$ cat src/rtl/input_conditioner_if.sv
// Pin-side bundle for the input conditioner.
// Raw inputs in; debounced level and edge pulses out.
interface input_conditioner_if #(
    parameter int CHANNELS = 3
);
    logic [CHANNELS-1:0] d;
    logic [CHANNELS-1:0] q;
    logic [CHANNELS-1:0] rise;
    logic [CHANNELS-1:0] fall;

    modport master (
        output d,
        input  q,
        input  rise,
        input  fall
    );

    modport slave (
        input  d,
        output q,
        output rise,
        output fall
    );
endinterface

$ cat src/rtl/input_conditioner.sv
// Per-channel synchroniser plus debounce counter for async pins.
// Emits a registered clean level and one-cycle rise/fall pulses.
module input_conditioner #(
    parameter int CHANNELS        = 3,
    parameter int SYNC_STAGES     = 2,
    parameter int DEBOUNCE_CYCLES = 4
) (
    input logic clk,
    input logic reset,
    input_conditioner_if.slave io
);

    localparam int CNT_W =
        (DEBOUNCE_CYCLES > 1) ? $clog2(DEBOUNCE_CYCLES) : 1;
    localparam logic [CNT_W-1:0] CNT_MAX =
        CNT_W'(DEBOUNCE_CYCLES - 1);

    logic [CHANNELS-1:0] q_v;
    logic [CHANNELS-1:0] rise_v;
    logic [CHANNELS-1:0] fall_v;

    for (genvar c = 0; c < CHANNELS; c++) begin : g_ch
        logic [SYNC_STAGES-1:0] s;
        logic [CNT_W-1:0]       cnt;
        logic                   sync;
        logic                   q_c;
        logic                   rise_c;
        logic                   fall_c;

        assign sync = s[SYNC_STAGES-1];

        always_ff @(posedge clk) begin
            if (reset) begin
                s      <= '0;
                cnt    <= '0;
                q_c    <= 1'b0;
                rise_c <= 1'b0;
                fall_c <= 1'b0;
            end else begin
                s      <= {s[SYNC_STAGES-2:0], io.d[c]};
                rise_c <= 1'b0;
                fall_c <= 1'b0;
                // Any agreement with q restarts the stability window.
                if (sync == q_c) begin
                    cnt <= '0;
                end else if (cnt == CNT_MAX) begin
                    q_c    <= sync;
                    cnt    <= '0;
                    rise_c <= sync;
                    fall_c <= ~sync;
                end else begin
                    cnt <= cnt + 1'b1;
                end
            end
        end

        assign q_v[c]    = q_c;
        assign rise_v[c] = rise_c;
        assign fall_v[c] = fall_c;
    end

    assign io.q    = q_v;
    assign io.rise = rise_v;
    assign io.fall = fall_v;

endmodule

$ cat src/flat_wrapper.sv
// flat-port wrapper written by rule: the top's interface ports become plain ports
module input_conditioner_flat 
#(
    parameter int CHANNELS        = 3,
    parameter int SYNC_STAGES     = 2,
    parameter int DEBOUNCE_CYCLES = 4
)
  (clk, reset, io_d, io_q, io_rise, io_fall);
  input_conditioner_if #(.CHANNELS(CHANNELS)) io_i ();
  input logic clk;
  input logic reset;
  input wire logic [$bits(io_i.d)-1:0] io_d;
  output wire logic [$bits(io_i.q)-1:0] io_q;
  output wire logic [$bits(io_i.rise)-1:0] io_rise;
  output wire logic [$bits(io_i.fall)-1:0] io_fall;
  assign io_i.d = io_d;
  assign io_q = io_i.q;
  assign io_rise = io_i.rise;
  assign io_fall = io_i.fall;
  input_conditioner #(.CHANNELS(CHANNELS), .SYNC_STAGES(SYNC_STAGES), .DEBOUNCE_CYCLES(DEBOUNCE_CYCLES)) u_core (.clk(clk), .reset(reset), .io(io_i));
endmodule
$ cat config.mk
export PLATFORM = sky130hd
export DESIGN_NAME = input_conditioner_flat
export DESIGN_NICKNAME = d
export VERILOG_FILES = /design/src/rtl/input_conditioner_if.sv /design/src/rtl/input_conditioner.sv /design/src/flat_wrapper.sv
export SDC_FILE = /design/constraint.sdc
export NUM_CORES = 1
export LEC_CHECK = 0
export CAP_MARGIN = 15
export CORE_MARGIN = 4
export CORE_UTILIZATION = 56
export CTS_BUF_LIST = sky130_fd_sc_hd__clkbuf_8
export CTS_CLUSTER_DIAMETER = 80
export CTS_CLUSTER_SIZE = 10
export DETAILED_ROUTE_END_ITERATION = 10
export PLACE_DENSITY = 0.93
export SLEW_MARGIN = 20
export SYNTH_ARGS = -nofsm -noshare
export SYNTH_HDL_FRONTEND = slang
export SYNTH_SLANG_ARGS = --single-unit
$ cat constraint.sdc
create_clock -name clk -period 2.6 [get_ports clk]
set_input_delay 0.52 -clock clk [delete_from_list [all_inputs] [get_ports clk]]
set_output_delay 0.52 -clock clk [all_outputs]
set_load 0.005 [all_outputs]
## Yosys cells after proc, flatten, opt, wreduce, memory -nomap -nowiden

Cells that the tools add are included.

- Flip-flop bits (word level): 21
- Input bits: 5

- Add/subtract/negate cells: 3
- Eq/ne operators: 6
- Bitwise operators: 9
- Reduce and logical (&&, ||, !) cells: 9

Operators by type and width:

| kind | number |
|---|---|
| $reduce_or 3->1 | 6 |
| $not 1->1 | 9 |
| $add 2x1->2 const B | 3 |
| $eq 2x2->1 const B | 3 |
| $reduce_and 2->1 | 3 |
| $eq 1x1->1 | 3 |

## Longest topological paths before layout

- Depth in word-level cells: 3
- Depth in mapped cells: 3
- Gate-level depth less buffers: 3

## Worst setup path before layout

OpenSTA, ideal clock, no wires.

- Path type: in2reg
- Start: in reset
- End: reg u_core.g_ch[0].fall_c
- Data arrival time: 893 ps
- Data required time: 2483 ps
- Path slack: 1590 ps
- Stages on the path: 2
- Path buffers: 1
- Path through: buf_2 and4bb_2

- Cells in the longest elaborated chain, start to end: 1

Ends and longest elaborated chain:

| what | line | source |
|---|---|---|
| from (decl) | flat_wrapper.sv:11 | `input logic reset;` |
| $reduce_or 3->1 (no source line) | n/a |  |
| to (signal assigned) | input_conditioner.sv:50 | `fall_c <= ~sync;` |
| to (decl) | input_conditioner.sv:28 | `logic fall_c;` |

Every way passes these cells.
A chain may end at the register's enable or synchronous reset.

## Worst setup path in the final report

- Start: reg u_core.g_ch[0].q_c
- End: out io_q[0]

RTL lines:

| what | line | source |
|---|---|---|
| from (decl) | input_conditioner.sv:26 | `logic q_c;` |
| from (signal assigned) | input_conditioner.sv:47 | `q_c <= sync;` |
| to (decl) | flat_wrapper.sv:13 | `output wire logic [$bits(io_i.q)-1:0] io_q;` |

No word-level cell between the ends.

==> reports/qor.json <==
{
  "xor_and_xnor_area_share_after_synthesis_pct": 3.36,
  "drc": 0,
  "sequential_cell_area_sq_um": 420,
  "postLayoutCellArea_sq_um": 897,
  "placedInstanceArea_sq_um": 851,
  "route.vias.total": 432,
  "period_share_pct": 65.6,
  "main_combinational_cell_family_by_area_after_synthesis": "simple AND/OR/NAND/NOR gates",
  "detail_route.vias_per_cell": 5.20,
  "worst_ir_drop_vdd_uv": 485,
  "crit_family": "buffers and inverters",
  "critical-path-max-stage-delay_ns": 0.53,
  "tritoncts": "built",
  "critPathSlowestCell": "sky130_fd_sc_hd__clkdlybuf4s50_1",
  "hold_viol_final": 0,
  "globalplace.congestion": 0.645,
  "cp_data_required_time_ns": 2.08,
  "htree_levels": 1,
  "synth_warnings": 0,
  "synth.ff_latch_count": 21,
  "io_pins": 14,
  "crit_buf_inv": 1,
  "layout.filler_cells": 110,
  "timing.final.ws_setup_ns": 0.894,
  "post_synth_mux_area_share_pct": 3.84,
  "clock_transition_at_the_registers_of_the_reported_paths_ns": 0.07,
  "synth_compound_gate_area_share_pct": 0,
  "detail_route.wirelength_um": 995,
  "clock-root-buffer": "sky130_fd_sc_hd__clkbuf_8",
  "fin_setup_tns_ns": 0,
  "critical_path.cell_chain": "clkdlybuf4s50_1",
  "final-setup-viol-count": 0,
  "final.hold.worst_slack_ns": 0.433,
  "synth-adder-area-share_pct": 4.80,
  "route.antenna.remaining_nets": 0,
  "first_iter_violations": 3,
  "grt_first_pass_wirelength_um": 1630,
  "maximum_number_of_buffers_from_clock_root_to_sink": 2,
  "multiInputGateArea_sq_um": 282,
  "classification_of_the_worst_slack_hold_path": "flop to flop",
  "start_kind": "flop",
  "cts_hold_repair_buffers": 0,
  "postSynthNetCount": 70,
  "core_footprint_sq_um": 1300,
  "area_delta_synth_final_pct": 14.7,
  "numCtsBuffers": 3,
  "critical_path_peak_fanout": 5,
  "max_cap_violations": 0,
  "post_drt_wl_per_cell_um": 12.0,
  "clkLatencyLatePin_ns": 0.25,
  "skew_ns": 0.00159,
  "firstDrtPassIters": 2,
  "synth_cell_type_count": 11,
  "unrepaired_setup_endpoints_after_global_routing": "false",
  "maxSlewViolCount": 0,
  "achievable-frequency_mhz": 586,
  "synthSimpleGateAreaFrac_pct": 24.0,
  "max-slew-margin-rel_pct": 52.1,
  "power_per_cell_area_nw_per_um2": 618,
  "yosysSeqAreaShare_pct": 53.8,
  "drive_above_1_share_pct": 19.1,
  "port_buffer_cells": 13,
  "status": "complete, no violations",
  "die_w_um": 45.4,
  "die-height_um": 45.4,
  "grt_usage_pct": 12.0,
  "start_util_pct": 60.1,
  "power.total_uw": 554,
  "number_of_diodes": 0,
  "number_of_global_route_vias_before_repair": 379,
  "pin_count_of_the_biggest_net_entering_global_routing": 22,
  "floorplan.die_area_sq_um": 2060,
  "dp_hpwl_um": 715,
  "antenna_found_initial": 0,
  "avgSynthCellArea_sq_um": 12.6,
  "row_count": 13,
  "global_route.overflow_total": 0,
  "worstMarginPinSlew_ns": 0.717,
  "critical_path_class": "flop to primary output",
  "synth.cell_area_sq_um": 782,
  "postCtsSetupRepairBufs": 0,
  "critPathCaptureType": "primary output",
  "cts_resized": 0,
  "place_ws_ns": 0.714,
  "nets": 77,
  "post_syn_instances": 62,
  "post-route-min-period_ns": 1.71,
  "worst_ep_arrival_time_ns": 1.19,
  "power_leakage_uw": 0.000328,
  "clock_sinks": 21
}
## cell families after synthesis
| family | Yosys count |
|---|---|
| xor gates and xnor gates | 3 |
| adders and majority gates | 3 |
| buffers and inverters | 11 |
| DFF | 21 |
| muxes | 3 |
| and+or+nand+nor | 21 |
## cell usage in the layout (no fill, tap or decap), drive strengths merged
master and instances:
clkinv 1, mux2i 3, nor2 3, nor4 3, clkbuf 3, clkdlybuf4s50 13
ha 3, and4bb 6, nor4b 3, nor2b 6, dfxtp 21, xnor2 3
## worst paths after layout
kind | from | endpoint | slack (ns) | cells past startpoint
worst max-delay path | u_core.g_ch[0].q_c | io_q[0] | 0.89 | 1
worst min-delay path | u_core.g_ch[0].cnt[0] | u_core.g_ch[0].cnt[0] | 0.43 | 1
worst max register to register | u_core.g_ch[1].cnt[0] | u_core.g_ch[1].q_c | 1.60 | 3
worst min register to register | u_core.g_ch[0].cnt[0] | u_core.g_ch[0].cnt[0] | 0.43 | 1
## report_power, final
part / internal (uW) / switching, uW / leakage (uW) / total, uW
Combinational: 11.4 / 7.60 / 0.000132 / 19.0
Clock: 106 / 98.5 / 0.0000255 / 205
Sequential: 327 / 3.13 / 0.000171 / 330
## metal layers
metal,vias to the layer above,track usage (%),part of all wire [%]
li1,216,-,-
met3,2,5.93,8.1
met5,-,0,0
met4,0,8.77,1.6
met1,200,14.1,45
met2,14,16.7,45
## cell type report
class / count / share of cell area, %
sequential: 21 / 46.9
tap: 15 / 2.09
timing repair buffer: 13 / 14.5
clock buffer: 3 / 4.60
multi-input combinational: 30 / 31.4
clock inverter: 1 / 0.558
## flip-flops by register name (all words and copies together), names as in the netlist
signal              count
u_core.g_ch.rise_c      3
u_core.g_ch.fall_c      3
u_core.g_ch.s           6
u_core.g_ch.cnt         6
u_core.g_ch.q_c         3
## synthesized netlist by cell type
library cell	count	area, sq um
sky130_fd_sc_hd__buf_2	1	5.00
sky130_fd_sc_hd__mux2i_1	3	30.0
sky130_fd_sc_hd__buf_4	10	75.1
sky130_fd_sc_hd__xnor2_1	3	26.3
sky130_fd_sc_hd__and4bb_2	6	75.1
sky130_fd_sc_hd__dfxtp_1	21	420
sky130_fd_sc_hd__ha_1	3	37.5
sky130_fd_sc_hd__nor4b_2	3	45.0
sky130_fd_sc_hd__nor4_1	3	18.8
sky130_fd_sc_hd__nor2b_1	6	37.5
sky130_fd_sc_hd__nor2_1	3	11.3
## stage by stage
| stage | std cells | utilization [%] |
|---|---|---|
| global placement | 79 | 65.4 |
| CTS | 83 | 68.9 |
| floorplan | 62 | - |
| global route | 83 | 68.9 |
| finish | 83 | 68.9 |
| detailed placement | 79 | 65.4 |
No activity file was read; power rests on OpenSTA's default activity.
